==> config.mk <==
export PLATFORM = sky130hd
export DESIGN_NAME = mword_add_arbiter
export DESIGN_NICKNAME = d
export VERILOG_FILES = /design/src/rtl/mword_add_arbiter.sv
export SDC_FILE = /design/constraint.sdc
export NUM_CORES = 1
export LEC_CHECK = 0
export ABC_CLOCK_PERIOD_IN_PS = 6900
export CORE_MARGIN = 2
export CORE_UTILIZATION = 45
export DETAILED_ROUTE_END_ITERATION = 10
export DONT_BUFFER_PORTS = 1
export PLACE_DENSITY = 0.59
export SLEW_MARGIN = 20
export SYNTH_ARGS = -nofsm -noshare
export SYNTH_HDL_FRONTEND = slang
export SYNTH_SLANG_ARGS = --single-unit
==> constraint.sdc <==
create_clock -name clk -period 6.9 [get_ports clk]
set_input_delay 0.345 -clock clk [delete_from_list [all_inputs] [get_ports clk]]
set_output_delay 0.345 -clock clk [all_outputs]
set_load 0.02 [all_outputs]
==> src/rtl/mword_add_arbiter.sv <==
// Two-requester arbiter sharing one ripple adder for multi-word (LS word first) additions.
// Optional MWORD_ADD_ARBITER_SUB_EN adds per-requester reqN_sub for two's-complement subtraction.
module mword_add_arbiter #(
    parameter int WIDTH = 4
) (
    input  logic             clk,
    input  logic             rst_n,
    input  logic             req0_valid,
    output logic             req0_ready,
    input  logic [WIDTH-1:0] req0_a,
    input  logic [WIDTH-1:0] req0_b,
    input  logic             req0_last,
    input  logic             req1_valid,
    output logic             req1_ready,
    input  logic [WIDTH-1:0] req1_a,
    input  logic [WIDTH-1:0] req1_b,
    input  logic             req1_last,
`ifdef MWORD_ADD_ARBITER_SUB_EN
    input  logic             req0_sub,
    input  logic             req1_sub,
`endif
    output logic             rsp_valid,
    input  logic             rsp_ready,
    output logic [WIDTH-1:0] rsp_sum,
    output logic             rsp_cout,
    output logic             rsp_id,
    output logic             rsp_last
);
    typedef enum logic {IDLE, LOCKED} state_t;

    state_t           state, state_nxt;
    logic             owner, ptr, carry_q;
    logic             slot_open, sel, accept, sel_last;
    logic             sub_eff, cin, cout;
    logic [WIDTH-1:0] op_a, op_b, b_eff, sum;

    assign slot_open = !rsp_valid || rsp_ready;

    // A locked transaction keeps the owner; otherwise a lone valid wins and ties go to ptr.
    always_comb begin
        sel = ptr;
        if (state == LOCKED)               sel = owner;
        else if (req0_valid && !req1_valid) sel = 1'b0;
        else if (req1_valid && !req0_valid) sel = 1'b1;
    end

    assign req0_ready = rst_n && slot_open && !sel && (state == LOCKED || req0_valid);
    assign req1_ready = rst_n && slot_open &&  sel && (state == LOCKED || req1_valid);
    assign accept     = sel ? (req1_valid && req1_ready) : (req0_valid && req0_ready);

    assign op_a     = sel ? req1_a    : req0_a;
    assign op_b     = sel ? req1_b    : req0_b;
    assign sel_last = sel ? req1_last : req0_last;

`ifdef MWORD_ADD_ARBITER_SUB_EN
    logic sub_q;

    // The operation is fixed by the first word and held until the last.
    assign sub_eff = (state == IDLE) ? (sel ? req1_sub : req0_sub) : sub_q;

    always_ff @(posedge clk or negedge rst_n) begin
        if (!rst_n)                         sub_q <= 1'b0;
        else if (accept && state == IDLE)   sub_q <= sub_eff;
    end
`else
    assign sub_eff = 1'b0;
`endif

    assign b_eff = op_b ^ {WIDTH{sub_eff}};
    assign cin   = (state == IDLE) ? sub_eff : carry_q;

    always_comb begin
        logic cy;
        sum = '0;
        cy  = cin;
        for (int i = 0; i < WIDTH; i++) begin
            sum[i] = op_a[i] ^ b_eff[i] ^ cy;
            cy     = (op_a[i] & b_eff[i]) | (cy & (op_a[i] ^ b_eff[i]));
        end
        cout = cy;
    end

    always_comb begin
        state_nxt = state;
        if (accept) state_nxt = sel_last ? IDLE : LOCKED;
    end

    always_ff @(posedge clk or negedge rst_n) begin
        if (!rst_n) begin
            state     <= IDLE;
            owner     <= 1'b0;
            ptr       <= 1'b0;
            carry_q   <= 1'b0;
            rsp_valid <= 1'b0;
            rsp_sum   <= '0;
            rsp_cout  <= 1'b0;
            rsp_id    <= 1'b0;
            rsp_last  <= 1'b0;
        end else begin
            state <= state_nxt;
            if (accept) begin
                owner     <= sel;
                carry_q   <= cout;
                rsp_valid <= 1'b1;
                rsp_sum   <= sum;
                rsp_cout  <= cout;
                rsp_id    <= sel;
                rsp_last  <= sel_last;
                if (sel_last) ptr <= ~sel;
            end else if (rsp_ready) begin
                rsp_valid <= 1'b0;
            end
        end
    end
endmodule

# Word level (Yosys, flattened, before mapping)
# Cells that the tools add are included.
[totals]
reg_bits = 10
in_bits = 23
out_inout_bits = 10
[classes]
mux = 11
n_bitwise = 21
n_reduce_logical = 18
[op_table]
columns = ["operator", "n"]
rows = [
  ["1-bit logical AND", 9],
  ["1-bit two-way mux", 9],
  ["1-bit AND", 8],
  ["4-bit two-way mux", 2],
  ["1-bit XOR", 8],
  ["1-bit zero test", 4],
  ["1-bit bitwise OR", 4],
  ["1-bit logical OR", 3],
  ["2-bit AND reduction", 1],
  ["2-bit nonzero test", 1],
  ["1-bit inverter", 1],
]

# Logic depth before layout (Yosys ltp)
# Gate-level depths: netlist of run 1.
[depth]
word_depth = 15
ltp_mapped = 11

# Worst setup path after synthesis of run 1
# No wires, ideal clock.
[synth_path]
path_kind = "input to register"
start = "input req0_valid"
end = "register rsp_sum[3]"
setup_ns = 0.128
t_arrival_ns = 2.880
t_required_ns = 6.772
setup_slack_ns = 3.892
cell_stages = 10
path_buffers = 1
cell_sequence = "a21boi_2 > o31ai_2 > buf_6 > mux2i_1 > fa_1 > inv_1 > fa_1 > fa_1 > fa_1 > mux2_1"
[synth_between]
elab_chain_len = 14
word_cells_on_any_way = 31
cone_classes = "mux (6); bitwise (14); reduce/logical (11)"
[synth_rtl]
columns = ["element", "line", "source"]
rows = [
  ["from (decl)", "8", "input logic req0_valid,"],
  ["1-bit zero test", "44", "else if (req1_valid && !req0_valid) sel = 1'b1;"],
  ["1-bit logical AND", "44", ""],
  ["1-bit two-way mux", "44", ""],
  ["1-bit two-way mux *", "43", "else if (req0_valid && !req1_valid) sel = 1'b0;"],
  ["1-bit two-way mux *", "42", "if (state == LOCKED) sel = owner;"],
  ["4-bit two-way mux, on equally long branches", "51, 52", ""],
  ["1-bit XOR", "78", "cy = (op_a[i] & b_eff[i]) | (cy & (op_a[i] ^ b_eff[i]));"],
  ["1-bit AND", "78", ""],
  ["1-bit bitwise OR", "78", ""],
  ["1-bit AND", "78", ""],
  ["1-bit bitwise OR", "78", ""],
  ["1-bit AND", "78", ""],
  ["1-bit bitwise OR", "78", ""],
  ["1-bit XOR *", "77", "sum[i] = op_a[i] ^ b_eff[i] ^ cy;"],
  ["via sum[3]", "35", "logic [WIDTH-1:0] op_a, op_b, b_eff, sum;"],
  ["to (signal assigned)", "105", "rsp_sum <= sum;"],
  ["to (decl)", "24", "output logic [WIDTH-1:0] rsp_sum,"],
]
# The timed path passes the listed nets; every way through them passes the cells marked *.
# A chain may end at the register's enable or synchronous reset.

# Final worst setup path of run 1
[layout_path]
start = "register state"
end = "register rsp_sum[3]"
[layout_between]
elab_chain_len = 10
word_cells_on_any_way = 28
cone_classes = "mux (5); bitwise (14); reduce/logical (9)"
[layout_rtl]
columns = ["element", "line", "source"]
rows = [
  ["from (decl)", "31", "state_t state, state_nxt;"],
  ["from (signal assigned)", "100", "state <= state_nxt;"],
  ["1-bit two-way mux", "42", ""],
  ["4-bit two-way mux, on equally long branches", "51, 52", ""],
  ["1-bit XOR", "78", ""],
  ["1-bit AND", "78", ""],
  ["1-bit bitwise OR", "78", ""],
  ["1-bit AND", "78", ""],
  ["1-bit bitwise OR", "78", ""],
  ["1-bit AND", "78", ""],
  ["1-bit bitwise OR", "78", ""],
  ["1-bit XOR *", "77", ""],
  ["via sum[3]", "35", ""],
]
# Marks and branches as above.

==> results of run 1 <==
path summary, 6_finish.rpt:
path / start / cells past startpoint / endpoint
setup / recovery: state / 9 / rsp_sum[3]
hold / removal: req1_valid / 2 / rsp_id
setup reg to reg: state / 9 / rsp_sum[3]
hold reg to reg: ptr / 1 / ptr
max in group asynchronous: rst_n / 1 / rsp_id
min in group asynchronous: rst_n / 1 / rsp_sum[1]
cell type report:
type,instances,area [um2]
multi-input combinational,51,453
tap,16,20.0
inverter,5,18.8
sequential,10,250
clock buffer,4,36.3
fill,145,746
timing repair buffer,2,17.5
logic make-up (layout without fill, tap and decap cells):
group | Yosys count | after routing | synth area share [%]
and+or+nand+nor | 17 | 17 | 10.2
AOI/OAI and AO/OA | 18 | 18 | 19.4
muxes | 12 | 12 | 20.2
buffers and inverters | 8 | 11 | 6.18
adders and majority gates | 4 | 4 | 10.7
DFF | 10 | 10 | 33.4
placed cells by master, fill, tap and decap left out, drive strengths merged, types with 3 or more instances in the layout:
cell,n
o21ai,3
clkbuf,4
nor2,4
a21boi,3
inv,5
fa,4
a21oi,3
nand2,8
mux2,10
dfrtp,10
critical path, stage by stage, from the launching register on:
cell and delay [ns]:
sky130_fd_sc_hd__dfrtp_1 0.51, sky130_fd_sc_hd__o31ai_2 0.29, sky130_fd_sc_hd__buf_4 0.24, sky130_fd_sc_hd__mux2i_1 0.26, sky130_fd_sc_hd__fa_1 0.20, sky130_fd_sc_hd__inv_1 0.05
sky130_fd_sc_hd__fa_1 0.37, sky130_fd_sc_hd__fa_1 0.40, sky130_fd_sc_hd__fa_1 0.43, sky130_fd_sc_hd__mux2_1 0.28
power breakdown:
| part | switching [mW] | internal, mW |
|---|---|---|
| logic | 0.0687 | 0.0756 |
| registers | 0.0573 | 0.0858 |
| clock network | 0.0211 | 0.0320 |
| total | 0.147 | 0.193 |
routing by layer:
| metal | routed length, um | vias to the layer above |
|---|---|---|
| met5 | 0 | - |
| li1 | - | 252 |
| met3 | 117 | 0 |
| met4 | 0 | 0 |
| met1 | 547 | 253 |
| met2 | 642 | 19 |
sequential cells by signal, summed over array words and instances, names as in the netlist:
name	count
ptr	1
rsp_cout	1
rsp_id	1
state	1
rsp_valid	1
rsp_last	1
rsp_sum	4
==> metrics.txt, run 1 <==
# TYPE chip_impl_metric gauge
chip_impl_info{name="run_status",value="finished, final reports clean"} 1
chip_impl_info{name="post-synth-top-area-cell",value="sky130_fd_sc_hd__dfrtp_1"} 1
chip_impl_metric{name="finish.cell_count_without_fillers",unit=""} 88
chip_impl_metric{name="postLayoutSetupSlackWorst",unit="ns"} 3.75
chip_impl_metric{name="floorplan.rows",unit=""} 14
chip_impl_metric{name="groute.layer.met1.usage",unit="%"} 19.6
chip_impl_metric{name="route.detailed.vias_per_inst",unit=""} 5.95
chip_impl_metric{name="post_synth_instance_area",unit="um2"} 749
chip_impl_metric{name="cts_setup_buffers",unit=""} 0
chip_impl_metric{name="initialDrtViolationCount",unit=""} 1
chip_impl_metric{name="postSynth.asyncResetShare",unit="%"} 100
chip_impl_metric{name="synth_sequential_area_ratio",unit="%"} 33.4
chip_impl_metric{name="post_cts_resized",unit=""} 0
chip_impl_metric{name="synthCells",unit=""} 69
chip_impl_metric{name="design_power_total",unit="uW"} 340
chip_impl_metric{name="postSynthAreaPerCell",unit="um2"} 10.9
chip_impl_metric{name="antenna-diode-count",unit=""} 0
chip_impl_metric{name="largest_net_degree_at_the_start_of_global_routing",unit=""} 14
chip_impl_metric{name="start_util",unit="%"} 48.6
chip_impl_metric{name="peakVddDrop",unit="uV"} 211
chip_impl_metric{name="worst-slew-pin-transition",unit="ns"} 0.576
chip_impl_metric{name="synth_seq_cells",unit=""} 10
chip_impl_metric{name="grt_util_all_layers",unit="%"} 15.5
chip_impl_metric{name="globalRouteMet3Util",unit="%"} 4.80
chip_impl_info{name="rsz0062_at_grt",value="false"} 1
chip_impl_metric{name="hold_ws",unit="ns"} 0.227
chip_impl_info{name="hold_path_class",value="input pin to flop"} 1
chip_impl_metric{name="ys.warnings.count",unit=""} 0
chip_impl_info{name="critPathCaptureType",value="flop"} 1
chip_impl_info{name="clock_tree_from_tritoncts",value="built"} 1
chip_impl_metric{name="min_period",unit="ns"} 3.15
chip_impl_metric{name="grt_pass1_vias",unit=""} 500
chip_impl_metric{name="netlist.area_leader.share",unit="%"} 33.4
chip_impl_metric{name="ant_nets",unit=""} 0
chip_impl_metric{name="clk_latency",unit="ns"} 0.26
chip_impl_metric{name="worst_setup_hold_path_clk_slew",unit="ns"} 0.07
chip_impl_metric{name="final_hold_viol_count",unit=""} 0
chip_impl_metric{name="ratio_of_cells_with_drive_above_1_in_the_final_layout",unit="%"} 20.8
chip_impl_metric{name="route.detailed.drc",unit=""} 0
chip_impl_metric{name="globalplace.congestion",unit=""} 0.749
chip_impl_metric{name="die_area",unit="um2"} 2010
chip_impl_metric{name="power_density",unit="nW/um2"} 428
chip_impl_metric{name="grt_antenna_before_repair",unit=""} 0
chip_impl_metric{name="die_y",unit="um"} 44.8
chip_impl_metric{name="top_level_ports",unit=""} 33
chip_impl_metric{name="layout_worst_path_cycle_share",unit="%"} 45.7
chip_impl_metric{name="place_area",unit="um2"} 749
chip_impl_info{name="global_route.peak_usage_layer",value="met2"} 1
chip_impl_metric{name="grt_remaining_overflow",unit=""} 0
chip_impl_metric{name="htree_levels",unit=""} 1
chip_impl_metric{name="design_area",unit="um2"} 796
chip_impl_metric{name="synth_edf_count",unit=""} 0
chip_impl_metric{name="finalNetCount",unit=""} 100
chip_impl_metric{name="relSlewSlack",unit="%"} 61.6
chip_impl_metric{name="hpwl",unit="um"} 993
chip_impl_metric{name="finalWirelength",unit="mm"} 1.31
chip_impl_metric{name="drt-pass1-iter-count",unit=""} 2
chip_impl_metric{name="first_pass_grt_wire_length",unit="mm"} 2.28
chip_impl_metric{name="post-place-ws",unit="ns"} 3.74
chip_impl_metric{name="fin_util",unit="%"} 51.6
chip_impl_metric{name="core-area",unit="um2"} 1540
chip_impl_metric{name="setup_viol",unit=""} 0
chip_impl_metric{name="max_cap_viol_count",unit=""} 0
chip_impl_metric{name="cts_buffers",unit=""} 3
chip_impl_metric{name="setup.reg_to_reg.worst_slack",unit="ns"} 3.75
chip_impl_info{name="synth_area_leaders",value="sky130_fd_sc_hd__dfrtp_1, sky130_fd_sc_hd__fa_1, sky130_fd_sc_hd__mux2_4"} 1
chip_impl_metric{name="worst_ep_arrival_time",unit="ns"} 3.30
chip_impl_info{name="synthMostInstantiatedCell",value="sky130_fd_sc_hd__dfrtp_1"} 1
chip_impl_metric{name="wl_per_cell",unit="um"} 14.8
chip_impl_metric{name="cts.path.max_buffers",unit=""} 2
chip_impl_metric{name="buffer_ports.inserted",unit=""} 0
chip_impl_metric{name="cts-hold-fix-buffers",unit=""} 1
chip_impl_metric{name="leakage_power_figure",unit="nW"} 0.356
chip_impl_info{name="worst_path_class_setup",value="flop to flop"} 1
chip_impl_metric{name="clock.fmax",unit="MHz"} 317
chip_impl_metric{name="clkSinkCount",unit=""} 10
chip_impl_info{name="synthFlopType",value="sky130_fd_sc_hd__dfrtp_1"} 1
chip_impl_metric{name="total_via_count_in_the_routed_design",unit=""} 524
chip_impl_info{name="yosys-top-cells-count",value="sky130_fd_sc_hd__dfrtp_1, sky130_fd_sc_hd__nand2_1, sky130_fd_sc_hd__inv_1, sky130_fd_sc_hd__mux2_4"} 1
chip_impl_metric{name="slew_violations",unit=""} 0
chip_impl_metric{name="areaGrowthSynthToFinish",unit="%"} 6.18
chip_impl_metric{name="final.setup_skew",unit="ns"} 0.00393
chip_impl_metric{name="timing.critical_path.fanout_max",unit=""} 13
chip_impl_metric{name="synthesis.nets",unit=""} 96
chip_impl_metric{name="dieWidth",unit="um"} 44.8
chip_impl_metric{name="ys_types",unit=""} 27
chip_impl_info{name="cts_root_buffer",value="sky130_fd_sc_hd__clkbuf_4"} 1
chip_impl_metric{name="worst_ep_required_time",unit="ns"} 7.04
chip_impl_info{name="critPathLaunchType",value="flop"} 1
chip_impl_metric{name="met2_usage",unit="%"} 26.1
chip_impl_metric{name="totalNegativeSetupSlack",unit="ns"} 0
chip_impl_metric{name="numPlacedInstances",unit=""} 83
No activity file was read; power rests on OpenSTA's default activity.
==> inputs of run 2 (changes only) <==
Settings changed: ABC_CLOCK_PERIOD_IN_PS 6900 to 2800, PLACE_DENSITY 0.59 to 0.61.
Clock period 6.9 ns to 2.8 ns, I/O delays scaled along.
==> run 2 against run 1 <==
Against the previous run:
- the flow now finishes with violations (negative setup slack)
- sequential share of layout area down 3.5 points
- combinational power rose to 3.7 times the previous value
- non-clock buffer count up 9
- design area up 13%
==> metrics.txt, run 2 (same netlist as run 1, synthesis figures left out) <==
# TYPE chip_impl_metric gauge
chip_impl_metric{name="top_level_ports",unit=""} 33
chip_impl_metric{name="area.sequential",unit="um2"} 250
chip_impl_metric{name="areaGrowthSynthToFinish",unit="%"} 19.5
chip_impl_metric{name="antenna-diode-count",unit=""} 0
chip_impl_info{name="clock_tree_from_tritoncts",value="built"} 1
chip_impl_metric{name="wl_per_cell",unit="um"} 15.7
chip_impl_info{name="path_cells",value="nor2_2, o31ai_2, buf_4, buf_4, mux2_4, fa_2, fa_2, fa_2, mux2_4"} 1
chip_impl_metric{name="worst_ep_arrival_time",unit="ns"} 3.00
chip_impl_metric{name="postLayoutSetupSlackWorst",unit="ns"} -0.0476
chip_impl_metric{name="dieWidth",unit="um"} 44.8
chip_impl_metric{name="clkSinkCount",unit=""} 10
chip_impl_metric{name="setup_viol",unit=""} 1
chip_impl_info{name="worst_path_class_setup",value="flop to flop"} 1
chip_impl_metric{name="final.setup_skew",unit="ns"} 0.000695
chip_impl_metric{name="floorplan.rows",unit=""} 14
chip_impl_info{name="regMostFlops",value="rsp_sum"} 1
chip_impl_metric{name="finalNetCount",unit=""} 109
chip_impl_metric{name="largest_net_degree_at_the_start_of_global_routing",unit=""} 13
chip_impl_metric{name="die_area",unit="um2"} 2010
chip_impl_metric{name="ant_nets",unit=""} 0
chip_impl_metric{name="drt-pass1-iter-count",unit=""} 5
chip_impl_info{name="critical_path.most_common_cell",value="sky130_fd_sc_hd__fa_2"} 1
chip_impl_metric{name="grt_util_all_layers",unit="%"} 17.5
chip_impl_metric{name="filler_cell_count",unit=""} 147
chip_impl_metric{name="die_y",unit="um"} 44.8
chip_impl_info{name="worst_r2r_startpoint",value="ptr"} 1
chip_impl_metric{name="critical_path.max_stage_delay",unit="ns"} 0.41
chip_impl_metric{name="core-area",unit="um2"} 1540
chip_impl_metric{name="reg2reg_depth",unit=""} 9
chip_impl_info{name="rsz0062_at_grt",value="true"} 1
chip_impl_metric{name="start_util",unit="%"} 48.6
chip_impl_metric{name="first_pass_grt_wire_length",unit="mm"} 2.45
chip_impl_metric{name="multi_input_area",unit="um2"} 485
chip_impl_metric{name="worst-slew-pin-transition",unit="ns"} 0.622
chip_impl_info{name="timing.hold.worst_endpoint",value="rsp_id"} 1
chip_impl_metric{name="total_via_count_in_the_routed_design",unit=""} 572
chip_impl_info{name="hold_start",value="req1_valid"} 1
chip_impl_info{name="cts_root_buffer",value="sky130_fd_sc_hd__clkbuf_4"} 1
chip_impl_metric{name="finalWirelength",unit="mm"} 1.52
chip_impl_metric{name="timing.critical_path.fanout_max",unit=""} 4
chip_impl_metric{name="clk_latency",unit="ns"} 0.26
chip_impl_metric{name="peakVddDrop",unit="uV"} 531
chip_impl_metric{name="htree_levels",unit=""} 1
chip_impl_metric{name="hpwl",unit="mm"} 1.19
chip_impl_metric{name="post-place-ws",unit="ns"} -0.0735
chip_impl_info{name="critical_path.slowest_cell",value="sky130_fd_sc_hd__dfrtp_1"} 1
chip_impl_metric{name="globalplace.congestion",unit=""} 0.722
chip_impl_metric{name="max_cap_viol_count",unit=""} 0
chip_impl_metric{name="route.detailed.vias_per_inst",unit=""} 5.90
chip_impl_metric{name="min_period",unit="ns"} 2.85
chip_impl_metric{name="path_buf_inv",unit=""} 2
chip_impl_metric{name="setup.reg_to_reg.worst_slack",unit="ns"} -0.05
chip_impl_metric{name="clock.fmax",unit="MHz"} 351
chip_impl_info{name="critPathLaunchType",value="flop"} 1
chip_impl_metric{name="leakage_power_figure",unit="nW"} 0.401
chip_impl_info{name="rr_endpoint",value="rsp_sum[3]"} 1
chip_impl_metric{name="final_hold_viol_count",unit=""} 0
chip_impl_info{name="timing.critical_path.max_delay_family",value="adder cells"} 1
chip_impl_metric{name="grt_antenna_before_repair",unit=""} 0
chip_impl_metric{name="cts_buffers",unit=""} 3
chip_impl_metric{name="ratio_of_cells_with_drive_above_1_in_the_final_layout",unit="%"} 40.7
chip_impl_metric{name="worst_setup_hold_path_clk_slew",unit="ns"} 0.07
chip_impl_metric{name="fin_util",unit="%"} 58.1
chip_impl_metric{name="grt_pass1_vias",unit=""} 559
chip_impl_metric{name="power_density",unit="nW/um2"} 1110
chip_impl_metric{name="cts.path.max_buffers",unit=""} 2
chip_impl_info{name="run_status",value="complete, but fails checks"} 1
chip_impl_info{name="failing_checks",value="negative setup slack"} 1
chip_impl_metric{name="worst_ep_required_time",unit="ns"} 2.95
chip_impl_metric{name="largest_reg_flops",unit=""} 4
chip_impl_metric{name="layout_worst_path_cycle_share",unit="%"} 102
chip_impl_metric{name="slew_violations",unit=""} 0
chip_impl_metric{name="grt_remaining_overflow",unit=""} 0
chip_impl_metric{name="buffer_ports.inserted",unit=""} 0
chip_impl_metric{name="route.detailed.drc",unit=""} 0
chip_impl_info{name="critPathCaptureType",value="flop"} 1
chip_impl_metric{name="hold-path-cell-count",unit=""} 2
chip_impl_metric{name="relSlewSlack",unit="%"} 58.6
chip_impl_info{name="mostFrequentLayoutCells",value="sky130_fd_sc_hd__buf_4, sky130_fd_sc_hd__dfrtp_1, sky130_fd_sc_hd__nand2_1"} 1
chip_impl_info{name="hold_path_class",value="input pin to flop"} 1
chip_impl_metric{name="initialDrtViolationCount",unit=""} 8
[run 2: changes by cell type in the layout (fill, tap and decap cells not counted), sizes merged]
cell and change:
buf +9
[run 2: where the power goes]
| part | internal [mW] | total [mW] | switching (mW) |
|---|---|---|---|
| clock | 0.0788 | 0.131 | 0.0521 |
| combinational | 0.294 | 0.534 | 0.240 |
| sequential | 0.212 | 0.325 | 0.113 |
[run 2: how the worst max path moves through the flow]
stage	cells past startpoint	end	startpoint	slack [ns]
2_1_floorplan	10	rsp_sum[3]	ptr	-0.07
3_3_place_gp	10	rsp_sum[3]	ptr	-0.02
3_5_place_dp	10	rsp_sum[3]	ptr	-0.07
4_1_cts	10	rsp_sum[3]	ptr	-0.03
5_1_grt	10	rsp_sum[3]	ptr	-0.17
6_report	9	rsp_sum[3]	ptr	-0.05
[run 2: what timing repair did]
action	in CTS	in global routing
endpoints found under the setup margin	1	2
cloned	0	0
resized for setup	2	1
buffers inserted	1	0
hold buffers	1	0
hold endpoints to repair	10	0
[run 2: area by class of cell]
class,count,share of cell area (%)
clock buffers,4,4.05
well taps,16,2.23
flip-flops and latches,10,27.9
multi-input cells,51,54.2
repair buffers,11,9.50
inverters,5,2.09
[run 2: through the flow]
step           total power, mW  area, um2  hold slack (ns)  std cells  setup TNS (ns)
2_1_floorplan            0.684        769           -0.156         69         -0.0727
6_report                 0.991        896           0.0197         97         -0.0476
3_5_place_dp             0.823        830           -0.155         91         -0.0735
4_1_cts                  0.987        887           0.0179         97         -0.0317
3_3_place_gp             0.807        830           -0.155         91         -0.0249
5_1_grt                   1.07        896           0.0193         97          -0.258
[run 2: layer usage]
layer / share of wire [%] / up-vias / GRT usage (%)
li1: - / 271 / -
met1: 41 / 271 / 22.3
met2: 52 / 26 / 27.8
met3: 5.8 / 4 / 5.20
met4: 1.3 / 0 / 7.06
met5: 0 / - / 0
